--- src/rtl/uart_tx_sched.sv ---
// Two-requester UART transmitter: round-robin accept in IDLE, then one 8N1 frame
// at the bit rate latched in the accept cycle.
`timescale 1ns/1ps
module uart_tx_sched #(
  parameter int CLK_FREQ = 50000000
) (
  input  logic       clk,
  input  logic       rst,
  input  logic [1:0] baud_rate,
  input  logic [1:0] req_valid,
  input  logic [7:0] req_data0,
  input  logic [7:0] req_data1,
  output logic [1:0] req_ready,
  output logic       tx,
  output logic       busy,
  output logic       grant_id,
  output logic       done
);

  typedef enum logic [1:0] {IDLE, START, DATA, STOP} state_t;

  // Bit periods are stored minus one so the largest legal CLK_FREQ still fits 16 bits.
  localparam logic [15:0] CYC_M1_2400  = 16'(CLK_FREQ / 2400 - 1);
  localparam logic [15:0] CYC_M1_4800  = 16'(CLK_FREQ / 4800 - 1);
  localparam logic [15:0] CYC_M1_9600  = 16'(CLK_FREQ / 9600 - 1);
  localparam logic [15:0] CYC_M1_19200 = 16'(CLK_FREQ / 19200 - 1);

  state_t      state, state_n;
  logic [15:0] cnt;
  logic [15:0] bit_m1;
  logic [15:0] baud_m1;
  logic [2:0]  bit_idx;
  logic [7:0]  shreg;
  logic        rr_prio;
  logic        accept;
  logic        grant_sel;
  logic        bit_end;

  always_ff @(posedge clk) begin
    if (rst) state <= IDLE;
    else     state <= state_n;
  end

  always_comb begin
    state_n   = state;
    req_ready = '0;
    accept    = 1'b0;
    grant_sel = 1'b0;
    done      = 1'b0;
    tx        = 1'b1;
    busy      = (state != IDLE);
    bit_end   = (cnt == bit_m1);
    baud_m1   = CYC_M1_19200;
    case (baud_rate)
      2'b00:   baud_m1 = CYC_M1_2400;
      2'b01:   baud_m1 = CYC_M1_4800;
      2'b10:   baud_m1 = CYC_M1_9600;
      default: baud_m1 = CYC_M1_19200;
    endcase
    case (state)
      IDLE: begin
        if (|req_valid) begin
          accept    = 1'b1;
          // rr_prio names the requester that wins when both are asking.
          grant_sel = (&req_valid) ? rr_prio : req_valid[1];
          req_ready = grant_sel ? 2'b10 : 2'b01;
          state_n   = START;
        end
      end
      START: begin
        tx = 1'b0;
        if (bit_end) state_n = DATA;
      end
      DATA: begin
        tx = shreg[bit_idx];
        if (bit_end && bit_idx == 3'd7) state_n = STOP;
      end
      STOP: begin
        if (bit_end) begin
          done    = 1'b1;
          state_n = IDLE;
        end
      end
      default: state_n = IDLE;
    endcase
  end

  always_ff @(posedge clk) begin
    if (rst) begin
      cnt      <= '0;
      bit_m1   <= '0;
      bit_idx  <= '0;
      shreg    <= '0;
      grant_id <= 1'b0;
      rr_prio  <= 1'b0;
    end else if (accept) begin
      shreg    <= grant_sel ? req_data1 : req_data0;
      bit_m1   <= baud_m1;
      grant_id <= grant_sel;
      rr_prio  <= ~grant_sel;
      cnt      <= '0;
      bit_idx  <= '0;
    end else if (state != IDLE) begin
      if (bit_end) begin
        cnt <= '0;
        if (state == DATA) bit_idx <= bit_idx + 3'd1;
      end else begin
        cnt <= cnt + 16'd1;
      end
    end
  end

endmodule
--- config.mk ---
export PLATFORM = sky130hd
export DESIGN_NAME = uart_tx_sched
export DESIGN_NICKNAME = d
export VERILOG_FILES = /design/src/rtl/uart_tx_sched.sv
export SDC_FILE = /design/constraint.sdc
export NUM_CORES = 1
export LEC_CHECK = 0
export BUFFER_PORTS_ARGS = -buffer_cell sky130_fd_sc_hd__clkbuf_2
export CORE_ASPECT_RATIO = 0.75
export CORE_UTILIZATION = 49
export DETAILED_ROUTE_END_ITERATION = 6
export GPL_TIMING_DRIVEN = 0
export MAX_ROUTING_LAYER = met4
export PLACE_DENSITY = 0.72
export SETUP_SLACK_MARGIN = 0.02
export SYNTH_ARGS = -nofsm -noshare
export SYNTH_HDL_FRONTEND = slang
export SYNTH_SLANG_ARGS = --single-unit
--- constraint.sdc ---
create_clock -name clk -period 1.7 [get_ports clk]
set_input_delay 0.085 -clock clk [delete_from_list [all_inputs] [get_ports clk]]
set_output_delay 0.085 -clock clk [all_outputs]
set_load 0.05 [all_outputs]
[Word level (Yosys, flattened, before mapping)]
Cells that the tools add are included.
Operators by class
  $add $sub $neg: 2
  order comparisons: 1
  equality and inequality tests: 11
  muxes and demuxes: 21
  bitwise logic cells: 1
  reduce and logical (&&, ||, !) cells: 9
Operators with widths (count)
  one-hot mux 15 bit (3 select lines): 1
  adder 16 x 1 -> 16 bit (second input constant): 1
  == test 16 bit: 1
  2-to-1 mux 16 bit: 1
  2-to-1 mux 2 bit: 7
  2-to-1 mux 1 bit: 8
  2-to-1 mux 8 bit: 1
  != test 2 bit (second input constant): 4
  one-hot mux 2 bit (4 select lines): 1
  == test 2 bit (second input constant): 3
  == test 2 x 1 -> 1 bit (second input constant): 2
  logical NOT 2 bit: 2
  less-than comparator 3 x 4 -> 1 bit (second input constant): 1
  AND reduction 4 bit: 1
  OR reduction 2 bit: 2
  adder 3 x 1 -> 3 bit (second input constant): 1
  binary-select mux 1 bit (select 3 bit): 1
  == test 3 bit (second input constant): 1
  AND reduction 3 bit: 1
  one-hot mux 1 bit (2 select lines): 1
  AND reduction 2 bit: 1
  nonzero test 2 bit: 1
  logical AND 1 bit: 1
  inverter 1 bit: 1
Storage, ports and cells
  register bits after elaboration: 47
  word-level logic and storage cells: 52

[Logic depth before layout (Yosys ltp)]
Gate-level depths: netlist of the first run.
  depth after elaboration: 5
  mapped depth: 8

[Worst setup path after synthesis of the first run]
Ideal clock, no wire load.
  path kind: reg-to-reg
  start point: register state[0]
  end point: register shreg[1]
  setup time: 0.073 ns
  arrival time: 3.106 ns
  data required time: 1.627 ns
  path slack: -1.479 ns
  cell stages (with the launch flop): 8
  path buffers: 1
  clock period less this slack: 3.179 ns
  cells stage by stage: dfxtp_1 inv_1 ha_1 buf_2 clkinv_1 a211oi_1 a222oi_1 nor2_1
Between the ends
  word-level cells in the longest chain between the ends: 3
RTL lines
  from (decl): line 28  | state_t state, state_n;
  from (signal assigned): line 41  | else state <= state_n;
  logical NOT 2 bit *: line 60  | case (state)
  2-to-1 mux 1 bit: line 60
  2-to-1 mux 8 bit: line 97  | shreg <= grant_sel ? req_data1 : req_data0;
  to (signal assigned): line 97
  to (decl): line 33  | logic [7:0] shreg;
Every way passes the cells marked *; elsewhere a longest branch is shown, timed or not.
A chain may end at the register's enable or synchronous reset.

[Final worst setup path of the first run]
  start point: register bit_idx[0]
  end point: output port tx
Between the ends
  word-level cells in the longest chain between the ends: 3
RTL lines
  from (decl): line 32  | logic [2:0] bit_idx;
  from (signal assigned): line 106  | if (state == DATA) bit_idx <= bit_idx + 3'd1;
  binary-select mux 1 bit (select 3 bit): line 75  | tx = shreg[bit_idx];
  2-to-1 mux 1 bit (not written as such): line 75
  one-hot mux 1 bit (2 select lines): line 60
  to (decl): line 14  | output logic tx,
Every way passes these cells. The select of a mux whose other input is x is not followed.

==> summary by stage, run 1 <==
Outcome
The flow ran to the end, but the final reports show violations. The checks that failed: setup timing.

STA
The transition at the pin with the smallest max-transition slack is 565 ps. The final critical-path required period is 1780 ps. The worst relative slew slack is roughly 62%. The number of endpoints with negative hold slack in the final report came to 0. The number of max-slew violations in the final report is 0. The clock skew is between 4 and 5 ps. In the finished design, the share of the clock period the worst path needs comes to 105%. Setup repair after global routing could not meet its margin everywhere. Setup violations remaining at the end of the flow were counted as 3. The final worst setup slack is -83.2 ps.

The maximum operating frequency is 0.561 GHz.

Synth
The cell area after synthesis is 2050 um^2. For this run, the leading register cell type out of synthesis is sky130_fd_sc_hd__dfxtp_1. The combinational family with the most area after synthesis is simple AND/OR/NAND/NOR gates. The portion of synthesized area spent on multiplexers is 4.64%. Summing the areas of all xor and xnor instances in the mapped netlist gives 8.98% of the synthesized area.

The number of synthesized flops with an enable pin is 0. The count of mapped cells out of synthesis is approximately 230. The Yosys step of the flow raised 0 warnings. The synthesized-area fraction occupied by adder cells is 7.94%. The number of nets in the synthesized netlist is about 270. After synthesis, the netlist uses 36 different library cells. After synthesis the netlist holds a flip-flop and latch count of 40.

The most common cell in the synthesized netlist is sky130_fd_sc_hd__dfxtp_1. In this run the mean area of a mapped cell was between 8 and 9 um^2. Ranked by total cell area, the synthesized netlist is headed by sky130_fd_sc_hd__dfxtp_1, sky130_fd_sc_hd__ha_1, sky130_fd_sc_hd__nor2_1. After Yosys synthesis, and, or, nand and nor cells account for between 20% and 30% of the synthesized area. Summed over its instances, the top area cell type makes up between 30% and 40% of the synthesized netlist area.

Summing the areas of all compound-gate instances in the mapped netlist gives around an eighth of the synthesized area. Summing the sequential cell areas from Yosys gives just under 40% of the chip area. The commonest cells after synthesis are sky130_fd_sc_hd__dfxtp_1, sky130_fd_sc_hd__nor2_1, sky130_fd_sc_hd__nand2_1. The biggest area consumer among synthesized cells is sky130_fd_sc_hd__dfxtp_1. The proportion of synthesized flip-flops having asynchronous set or reset is 0%.

Cells and area
The count of fill cells added during filler insertion is between 200 and 300. The count of cells in the finished layout, fillers not included, comes to ~340. The area used by multi-input combinational logic is ~1300 um^2. The number of antenna diodes in the final layout is 0.

The final layout contains 323 nets. In the final layout, the share of cells above drive strength 1 is between 40% and 50%. The area growth from synthesis to final layout is 37.0%.

The sequential cell area is approximately 850 um^2. For this run, the share of the core covered by cells in the final layout is between 70% and 80%.

Global route
Global routing used between 20% and 30% of the available tracks. The wire length of the first global-routing pass is 7.87 mm. The via count of the first global-routing pass came to 1,654. Entering global routing, the biggest net connects 13 pins.

The total overflow reported by the global router is 0. The initial antenna violation count is 0.

Placed design
The placer's final routability congestion estimate is 0.781. The estimated wirelength of the detail-placed design is approximately 3.2 mm. Counting tap cells, the placed design contains a total of 312 instances. Buffers placed on the I/O ports in this run total 27.

Die
The floorplan has 19 rows. The total I/O pin count is 28. The effective utilization at floorplan is a little over half.

The horizontal die dimension is between 70 and 80 um. In this run the standard cell core region covers 3830 um^2. The die covers approximately 4400 um^2. The vertical die dimension is around 58 um.

Clocking
The clock latency on the worst-skew pair is a little under 300 ps. The H-tree depth reported by CTS is 2. Buffers inserted during clock tree synthesis total 5. The CTS tree is built.

The maximum root-to-sink buffer count is 2. The CTS sink count is 40. Clock tree synthesis selected as its root buffer the cell sky130_fd_sc_hd__clkbuf_8.

After clock tree synthesis, the clock-pin slew on the worst setup and hold paths is 80 ps.

Detailed routing
In the routed design, unresolved DRC markers number 0. In the final routed layout, each cell accounts on average for 15.4 um. The first routing iteration left 135 violations. The first detailed-routing pass took 4 iterations. The total via count in the routed design is approximately 1,900. Using the TritonRoute via totals, the vias-per-cell ratio works out to around 5.5. Wires add up to 5.24 mm. The count of nets left with antenna violations once routing finished came out at 0.

Setup path
The start-to-end type of the worst setup path is reg2out. The endpoint type of the worst setup path is a primary output. The critical path arrival is 1700 ps. The startpoint kind of the worst setup timing path is a flip-flop. The cell type with the highest occurrence count on the critical path is sky130_fd_sc_hd__mux2i_1. The top fanout value on the critical path is 4. The largest stage delay on the critical path is roughly 520 ps. The data required time of the worst path is 1620 ps.

The number of cells on the worst reg-to-reg path is 7. The cell type of the slowest stage on the worst timing path is sky130_fd_sc_hd__mux4_2. Walking the worst path, the cells encountered are mux4_2 -> mux2i_1 -> mux2i_1 -> clkbuf_8.

Min path
In this run the worst hold path is classified as in2reg. The worst hold path passes through 3 cells.

Pwr
Dividing total power by cell area gives a power density of 1340 nW/um^2. Summed over all nets, the switching power comes to between 1 and 1.5 mW. Sequential cells burn approximately a third of the power. The internal portion of the total power is 2.28 mW. In this run switching power makes up about two fifths of total power.

IR analysis of the VDD net gives a maximum drop of 0.845 mV. Of the total power, the clock network draws approximately 18%. The leakage power of the design is around 1.1 nW. The logic gate share of total power is between 40% and 50%.

Flow run
The max-cap violation count is 0.
-- cells in the final DEF (no fill, tap or decap), drive strengths merged --
| cell type | instances |
|---|---|
| nand2 | 28 |
| nand2b | 3 |
| clkinvlp | 1 |
| and4 | 1 |
| nor4 | 1 |
| dfxtp | 40 |
| ha | 13 |
| o21ai | 1 |
| and2 | 2 |
| nand3 | 5 |
| xor2 | 12 |
| o221ai | 1 |
| buf | 26 |
| xnor2 | 9 |
| nor2 | 37 |
| and3 | 7 |
| nand4 | 6 |
| mux2i | 5 |
| mux4 | 2 |
| or2 | 1 |
| a222oi | 3 |
| o21bai | 1 |
| a211oi | 5 |
| o211ai | 2 |
| clkbuf | 38 |
| nor2b | 1 |
| a22o | 1 |
| o22ai | 1 |
| a311oi | 5 |
| inv | 7 |
| a21oi | 13 |
| clkinv | 2 |
| nor3 | 8 |
| and4b | 1 |
-- stage by stage --
stage               worst slack [ps]  cell area (um^2)  TNS, ps  hold WS, ps  power, mW
CTS                            -62.5              2570     -205         26.4       3.38
floorplan                      -25.5              2100    -76.6          244       2.21
global placement                -238              2300    -3970          336       2.48
global route                    -151              2810    -1270         31.9       3.94
finish                         -83.2              2810     -135         30.1       3.75
detailed placement              -230              2300    -3620          342       2.49
-- final cells by class --
cell class | count | area share, %
multi-input cells | 175 | 47.1
flip-flops and latches | 40 | 30.5
repair buffers | 49 | 12.7
clock buffers | 7 | 3.08
well taps | 52 | 2.32
plain buffers | 8 | 2.27
inverters | 9 | 1.78
clock inverters | 1 | 0.268
-- repair_timing --
action                     CTS  global route
hold buffers                 0             0
resized for setup           32            45
gates cloned                 0             2
pin swaps                    9            14
setup endpoints to repair   28            36
setup buffers                9            12
-- power by group through the flow --
stage          clock, mW  combinational, mW  sequential, mW
6_report           0.665               1.87            1.21
5_1_grt            0.725               1.99            1.23
4_1_cts            0.676               1.51            1.19
3_5_place_dp           0               1.27            1.22
3_3_place_gp           0               1.27            1.22
2_1_floorplan          0               1.00            1.21
-- per-layer routing --
metal  GRT usage (%)  vias to the layer above  wire [um]
li1                -                      920          -
met1            32.1                      894       2550
met2            36.6                       43       2400
met3            5.20                        5        251
met4            4.95                        0         38
met5               -                        -          0
-- state kept, by name (all words and copies together), names as in the netlist --
| name | flops |
|---|---|
| shreg | 8 |
| grant_id | 1 |
| bit_idx | 3 |
| bit_m1 | 9 |
| cnt | 16 |
| state | 2 |
| rr_prio | 1 |
-- critical path, delay by kind of cell, from the launching register on --
| kind | cells | cell delay [ps] |
|---|---|---|
| muxes | 3 | 810 |
| buffers and inverters | 1 | 200 |
| DFF | 1 | 400 |
-- logic make-up (layout without fill, tap and decap cells) --
| logic type | count (synthesis) | count (layout) |
|---|---|---|
| AO/OA/AOI/OAI | 33 | 33 |
| buffers and inverters | 18 | 74 |
| adder cells (fa/ha/maj) | 13 | 13 |
| XOR/XNOR | 21 | 21 |
| multiplexers | 7 | 7 |
| flip-flops | 40 | 40 |
| AND/OR/NAND/NOR | 101 | 101 |
-- path summary, 6_finish.rpt --
path,start,end,slack [ps]
setup / recovery,bit_idx[0],tx,-80
hold / removal,req_data0[6],shreg[6],30
setup reg to reg,cnt[0],bit_idx[0],-50
hold reg to reg,bit_m1[10],bit_m1[10],490
(Power assumes the default switching activity.)
==> run 2: changes to the inputs <==
--- a/config.mk
+++ b/config.mk
@@ -6,7 +6,8 @@
 export NUM_CORES = 1
 export LEC_CHECK = 0
 export BUFFER_PORTS_ARGS = -buffer_cell sky130_fd_sc_hd__clkbuf_2
-export CORE_ASPECT_RATIO = 0.75
+export CORE_ASPECT_RATIO = 1.4
+export CORE_MARGIN = 8
 export CORE_UTILIZATION = 49
 export DETAILED_ROUTE_END_ITERATION = 6
 export GPL_TIMING_DRIVEN = 0
==> summary by stage, run 2 (synthesis gave the netlist of run 1 again) <==
STA
The final worst setup slack came to -86.3 ps (was -83.2 ps). The worst relative slew slack is 65.1% (was 62.3%). The transition at the pin with the smallest max-transition slack is 524 ps (was 565 ps). The number of max-slew violations in the final report is 0 (unchanged). The number of endpoints with negative hold slack in the final report is 0 (unchanged).

The final-report setup violation count is 1 (was 3). The final critical-path required period is 1790 ps (was 1780 ps). RSZ-0062 raised after global routing: yes (unchanged). The maximum operating frequency is 0.560 GHz (was 0.561 GHz). The clock skew came to 7.37 ps (was 4.86 ps). The post-route clock period utilization is 105% (about the same).

Setup path
Chain of cells forming the critical path: mux4_2 -> mux2i_1 -> mux2i_1 -> clkbuf_8 (unchanged). The largest stage delay on the critical path is 510 ps (was 520 ps). The startpoint kind of the worst setup timing path is a flip-flop (unchanged).

The endpoint type of the worst setup path is a primary output (unchanged). The family of cells with the greatest summed delay on the critical path is multiplexers (unchanged). The critical register-to-register path startpoint is state[0] (was cnt[0]).

The number of buffer and inverter stages on the critical path is 1 (unchanged). The data required time of the worst path is 1620 ps (about the same). The critical path arrival came to 1700 ps (about the same). The cell type of the slowest stage on the worst timing path is sky130_fd_sc_hd__mux4_2 (unchanged).

The cell type with the highest occurrence count on the critical path is sky130_fd_sc_hd__mux2i_1 (unchanged). The launch point of the critical path is bit_idx[0] (unchanged). The start-to-end type of the worst setup path is reg2out (unchanged). The top fanout value on the critical path is 3 (was 4).

Global route
The via count of the first global-routing pass is 1,901 (was 1,654). The wire length of the first global-routing pass was 8.53 mm (was 7.87 mm). The total overflow reported by the global router is 0 (unchanged). The pin count of the biggest net entering global routing is 15 (was 13). The initial antenna violation count is 0 (unchanged). The total global-route track usage is 16.7% (was 23.7%).

Cells and area
The leading cell type in the layout, fill and taps excluded was sky130_fd_sc_hd__nor2_1 (unchanged). The final layout net count is 325 (was 323). The area used by multi-input combinational logic came to 1300 um^2 (was 1320 um^2).

The fraction of final layout cells sized beyond drive strength 1 came to 38.8% (was 41.2%). The final standard cell count with taps included and fillers excluded is 336 (was 341). Leading cell types in the layout, fill and taps excluded: sky130_fd_sc_hd__nor2_1, sky130_fd_sc_hd__nand2_1, sky130_fd_sc_hd__clkbuf_2 (was sky130_fd_sc_hd__nor2_1, sky130_fd_sc_hd__clkbuf_2, sky130_fd_sc_hd__nand2_1). Leading registers by flop count: cnt x16, bit_m1 x9, shreg x8 (unchanged).

The antenna diode count was 0 (unchanged). The sequential cell area was 842 um^2 (was 855 um^2). The register bank with the most flops was cnt (unchanged). The utilization after layout is 68.0% (was 73.3%).

The number of flip-flops under the largest register name is 16 (unchanged). The area growth from synthesis to final layout is 37.3% (was 37.0%). The count of fill cells added during filler insertion is 312 (was 285).

Placed design
The estimated wirelength of the detail-placed design came to 3.48 mm (was 3.22 mm). The number of buffer cells added on primary ports was 27 (unchanged). The placer's final routability congestion estimate came to 0.770 (was 0.781). The cell count after placement is 305 (was 312).

Outcome
Run status: finished with violations (unchanged). Violated checks: setup timing (unchanged).

Detailed routing
The number of nets with antenna violations after detailed routing was 0 (unchanged). The number of DRC markers after the initial detailed-route iteration was 80 (was 135). The DRC violations left is 0 (unchanged). The number of optimization iterations in the first detailed-route pass was 4 (unchanged). The aggregate routed wire length is 5.52 mm (was 5.24 mm). The wire length per cell after detailed routing is 16.4 um (was 15.4 um). The average via count per standard cell is 5.47 (was 5.46). The total via count in the routed design is 1,839 (was 1,862).

Clocking
The clock latency on the worst-skew pair is 300 ps (was 290 ps). The maximum root-to-sink buffer count is 2 (unchanged). The H-tree depth reported by CTS came to 2 (unchanged). The CTS tree is built (unchanged). The total of hold buffers inserted after clock tree synthesis is 0 (unchanged).

The clock tree root driver cell is sky130_fd_sc_hd__clkbuf_8 (unchanged). The clock transition time at the flip-flop clock pins of the worst setup and hold paths is 90 ps (was 80 ps). The TritonCTS buffer count is 5 (unchanged). The CTS sink count was 40 (unchanged).

Die
The vertical die dimension is 92.5 um (was 58.0 um). The die footprint is 6530 um^2 (was 4450 um^2). The effective utilization at floorplan is 49.5% (was 53.5%).

The number of standard-cell rows in the floorplan is 28 (was 19). The total I/O pin count was 28 (unchanged). The total core area is 4130 um^2 (was 3830 um^2). The horizontal die dimension is 70.6 um (was 76.7 um).

Min path
The startpoint of the worst hold path was req_data1[0] (was req_data0[6]). The worst min-delay path category is in2reg (unchanged).

Flow run
The max-cap violation count is 0 (unchanged).

Pwr
The total power divided by cell area is 1410 nW/um^2 (was 1340 nW/um^2). The leakage power of the design is 1.17 nW (was 1.15 nW). The worst supply voltage drop on vdd came to 0.805 mV (was 0.845 mV).
==> run 2: cell types whose count changed in the layout (fill, tap and decap cells not counted), moves of 3 or more <==
cell                      before  now
sky130_fd_sc_hd__nor3_2        5    2
sky130_fd_sc_hd__dfxtp_1      17   21
sky130_fd_sc_hd__nand2_2       3    0
sky130_fd_sc_hd__dfxtp_4      10    7
==> run 2: area by class of cell <==
type	instances	area share, %
tap	45	2.00
inverter	9	1.78
timing repair buffer	51	13.7
sequential	40	30.0
clock inverter	3	1.65
clock buffer	5	2.45
buffer	8	2.27
multi-input combinational	175	46.2
==> run 2: tightest hold or removal path: stages <==
cell and delay (ps):
sky130_fd_sc_hd__clkbuf_2 80, sky130_fd_sc_hd__nand2_1 50, sky130_fd_sc_hd__a311oi_1 70
==> run 2: worst paths after layout <==
path | slack, ps | cells past startpoint | endpoint
worst max-delay path | -90 | 4 | tx
worst min-delay path | 20 | 3 | shreg[0]
worst min register to register | 480 | 2 | bit_m1[9]
worst max register to register | 10 | 8 | shreg[1]
==> run 2: repair_timing <==
item / CTS / global route
setup buffers: 16 / 8
hold endpoints to repair: 0 / 0
endpoints found under the setup margin: 28 / 35
cloned: 1 / 0
resized for setup: 34 / 36
pin swaps: 24 / 13
==> run 2: where the power goes <==
group	internal, mW	switching, mW
clock	0.442	0.372
combinational	0.913	1.02
sequential	1.09	0.128
==> run 2: layer usage <==
layer  vias up  track usage, %  wire, um
li1        923               -         -
met1       839            16.4      2170
met2        52            29.1      2920
met3        25            3.35       159
met4         0            11.3       257
met5         -               -         0
==> run 2: metrics by stage <==
stage | area, um^2 | total power [mW] | hold WS, ps | setup slack (ps) | setup TNS, ps
after CTS | 2630 | 3.64 | 17.1 | -58.8 | -629
after global placement | 2290 | 2.49 | 337 | -248 | -4090
final | 2810 | 3.97 | 16.8 | -86.3 | -86.3
after global routing | 2810 | 4.17 | 28.4 | -145 | -818
after floorplan | 2100 | 2.21 | 244 | -25.5 | -76.6
after detailed placement | 2290 | 2.51 | 341 | -271 | -4580
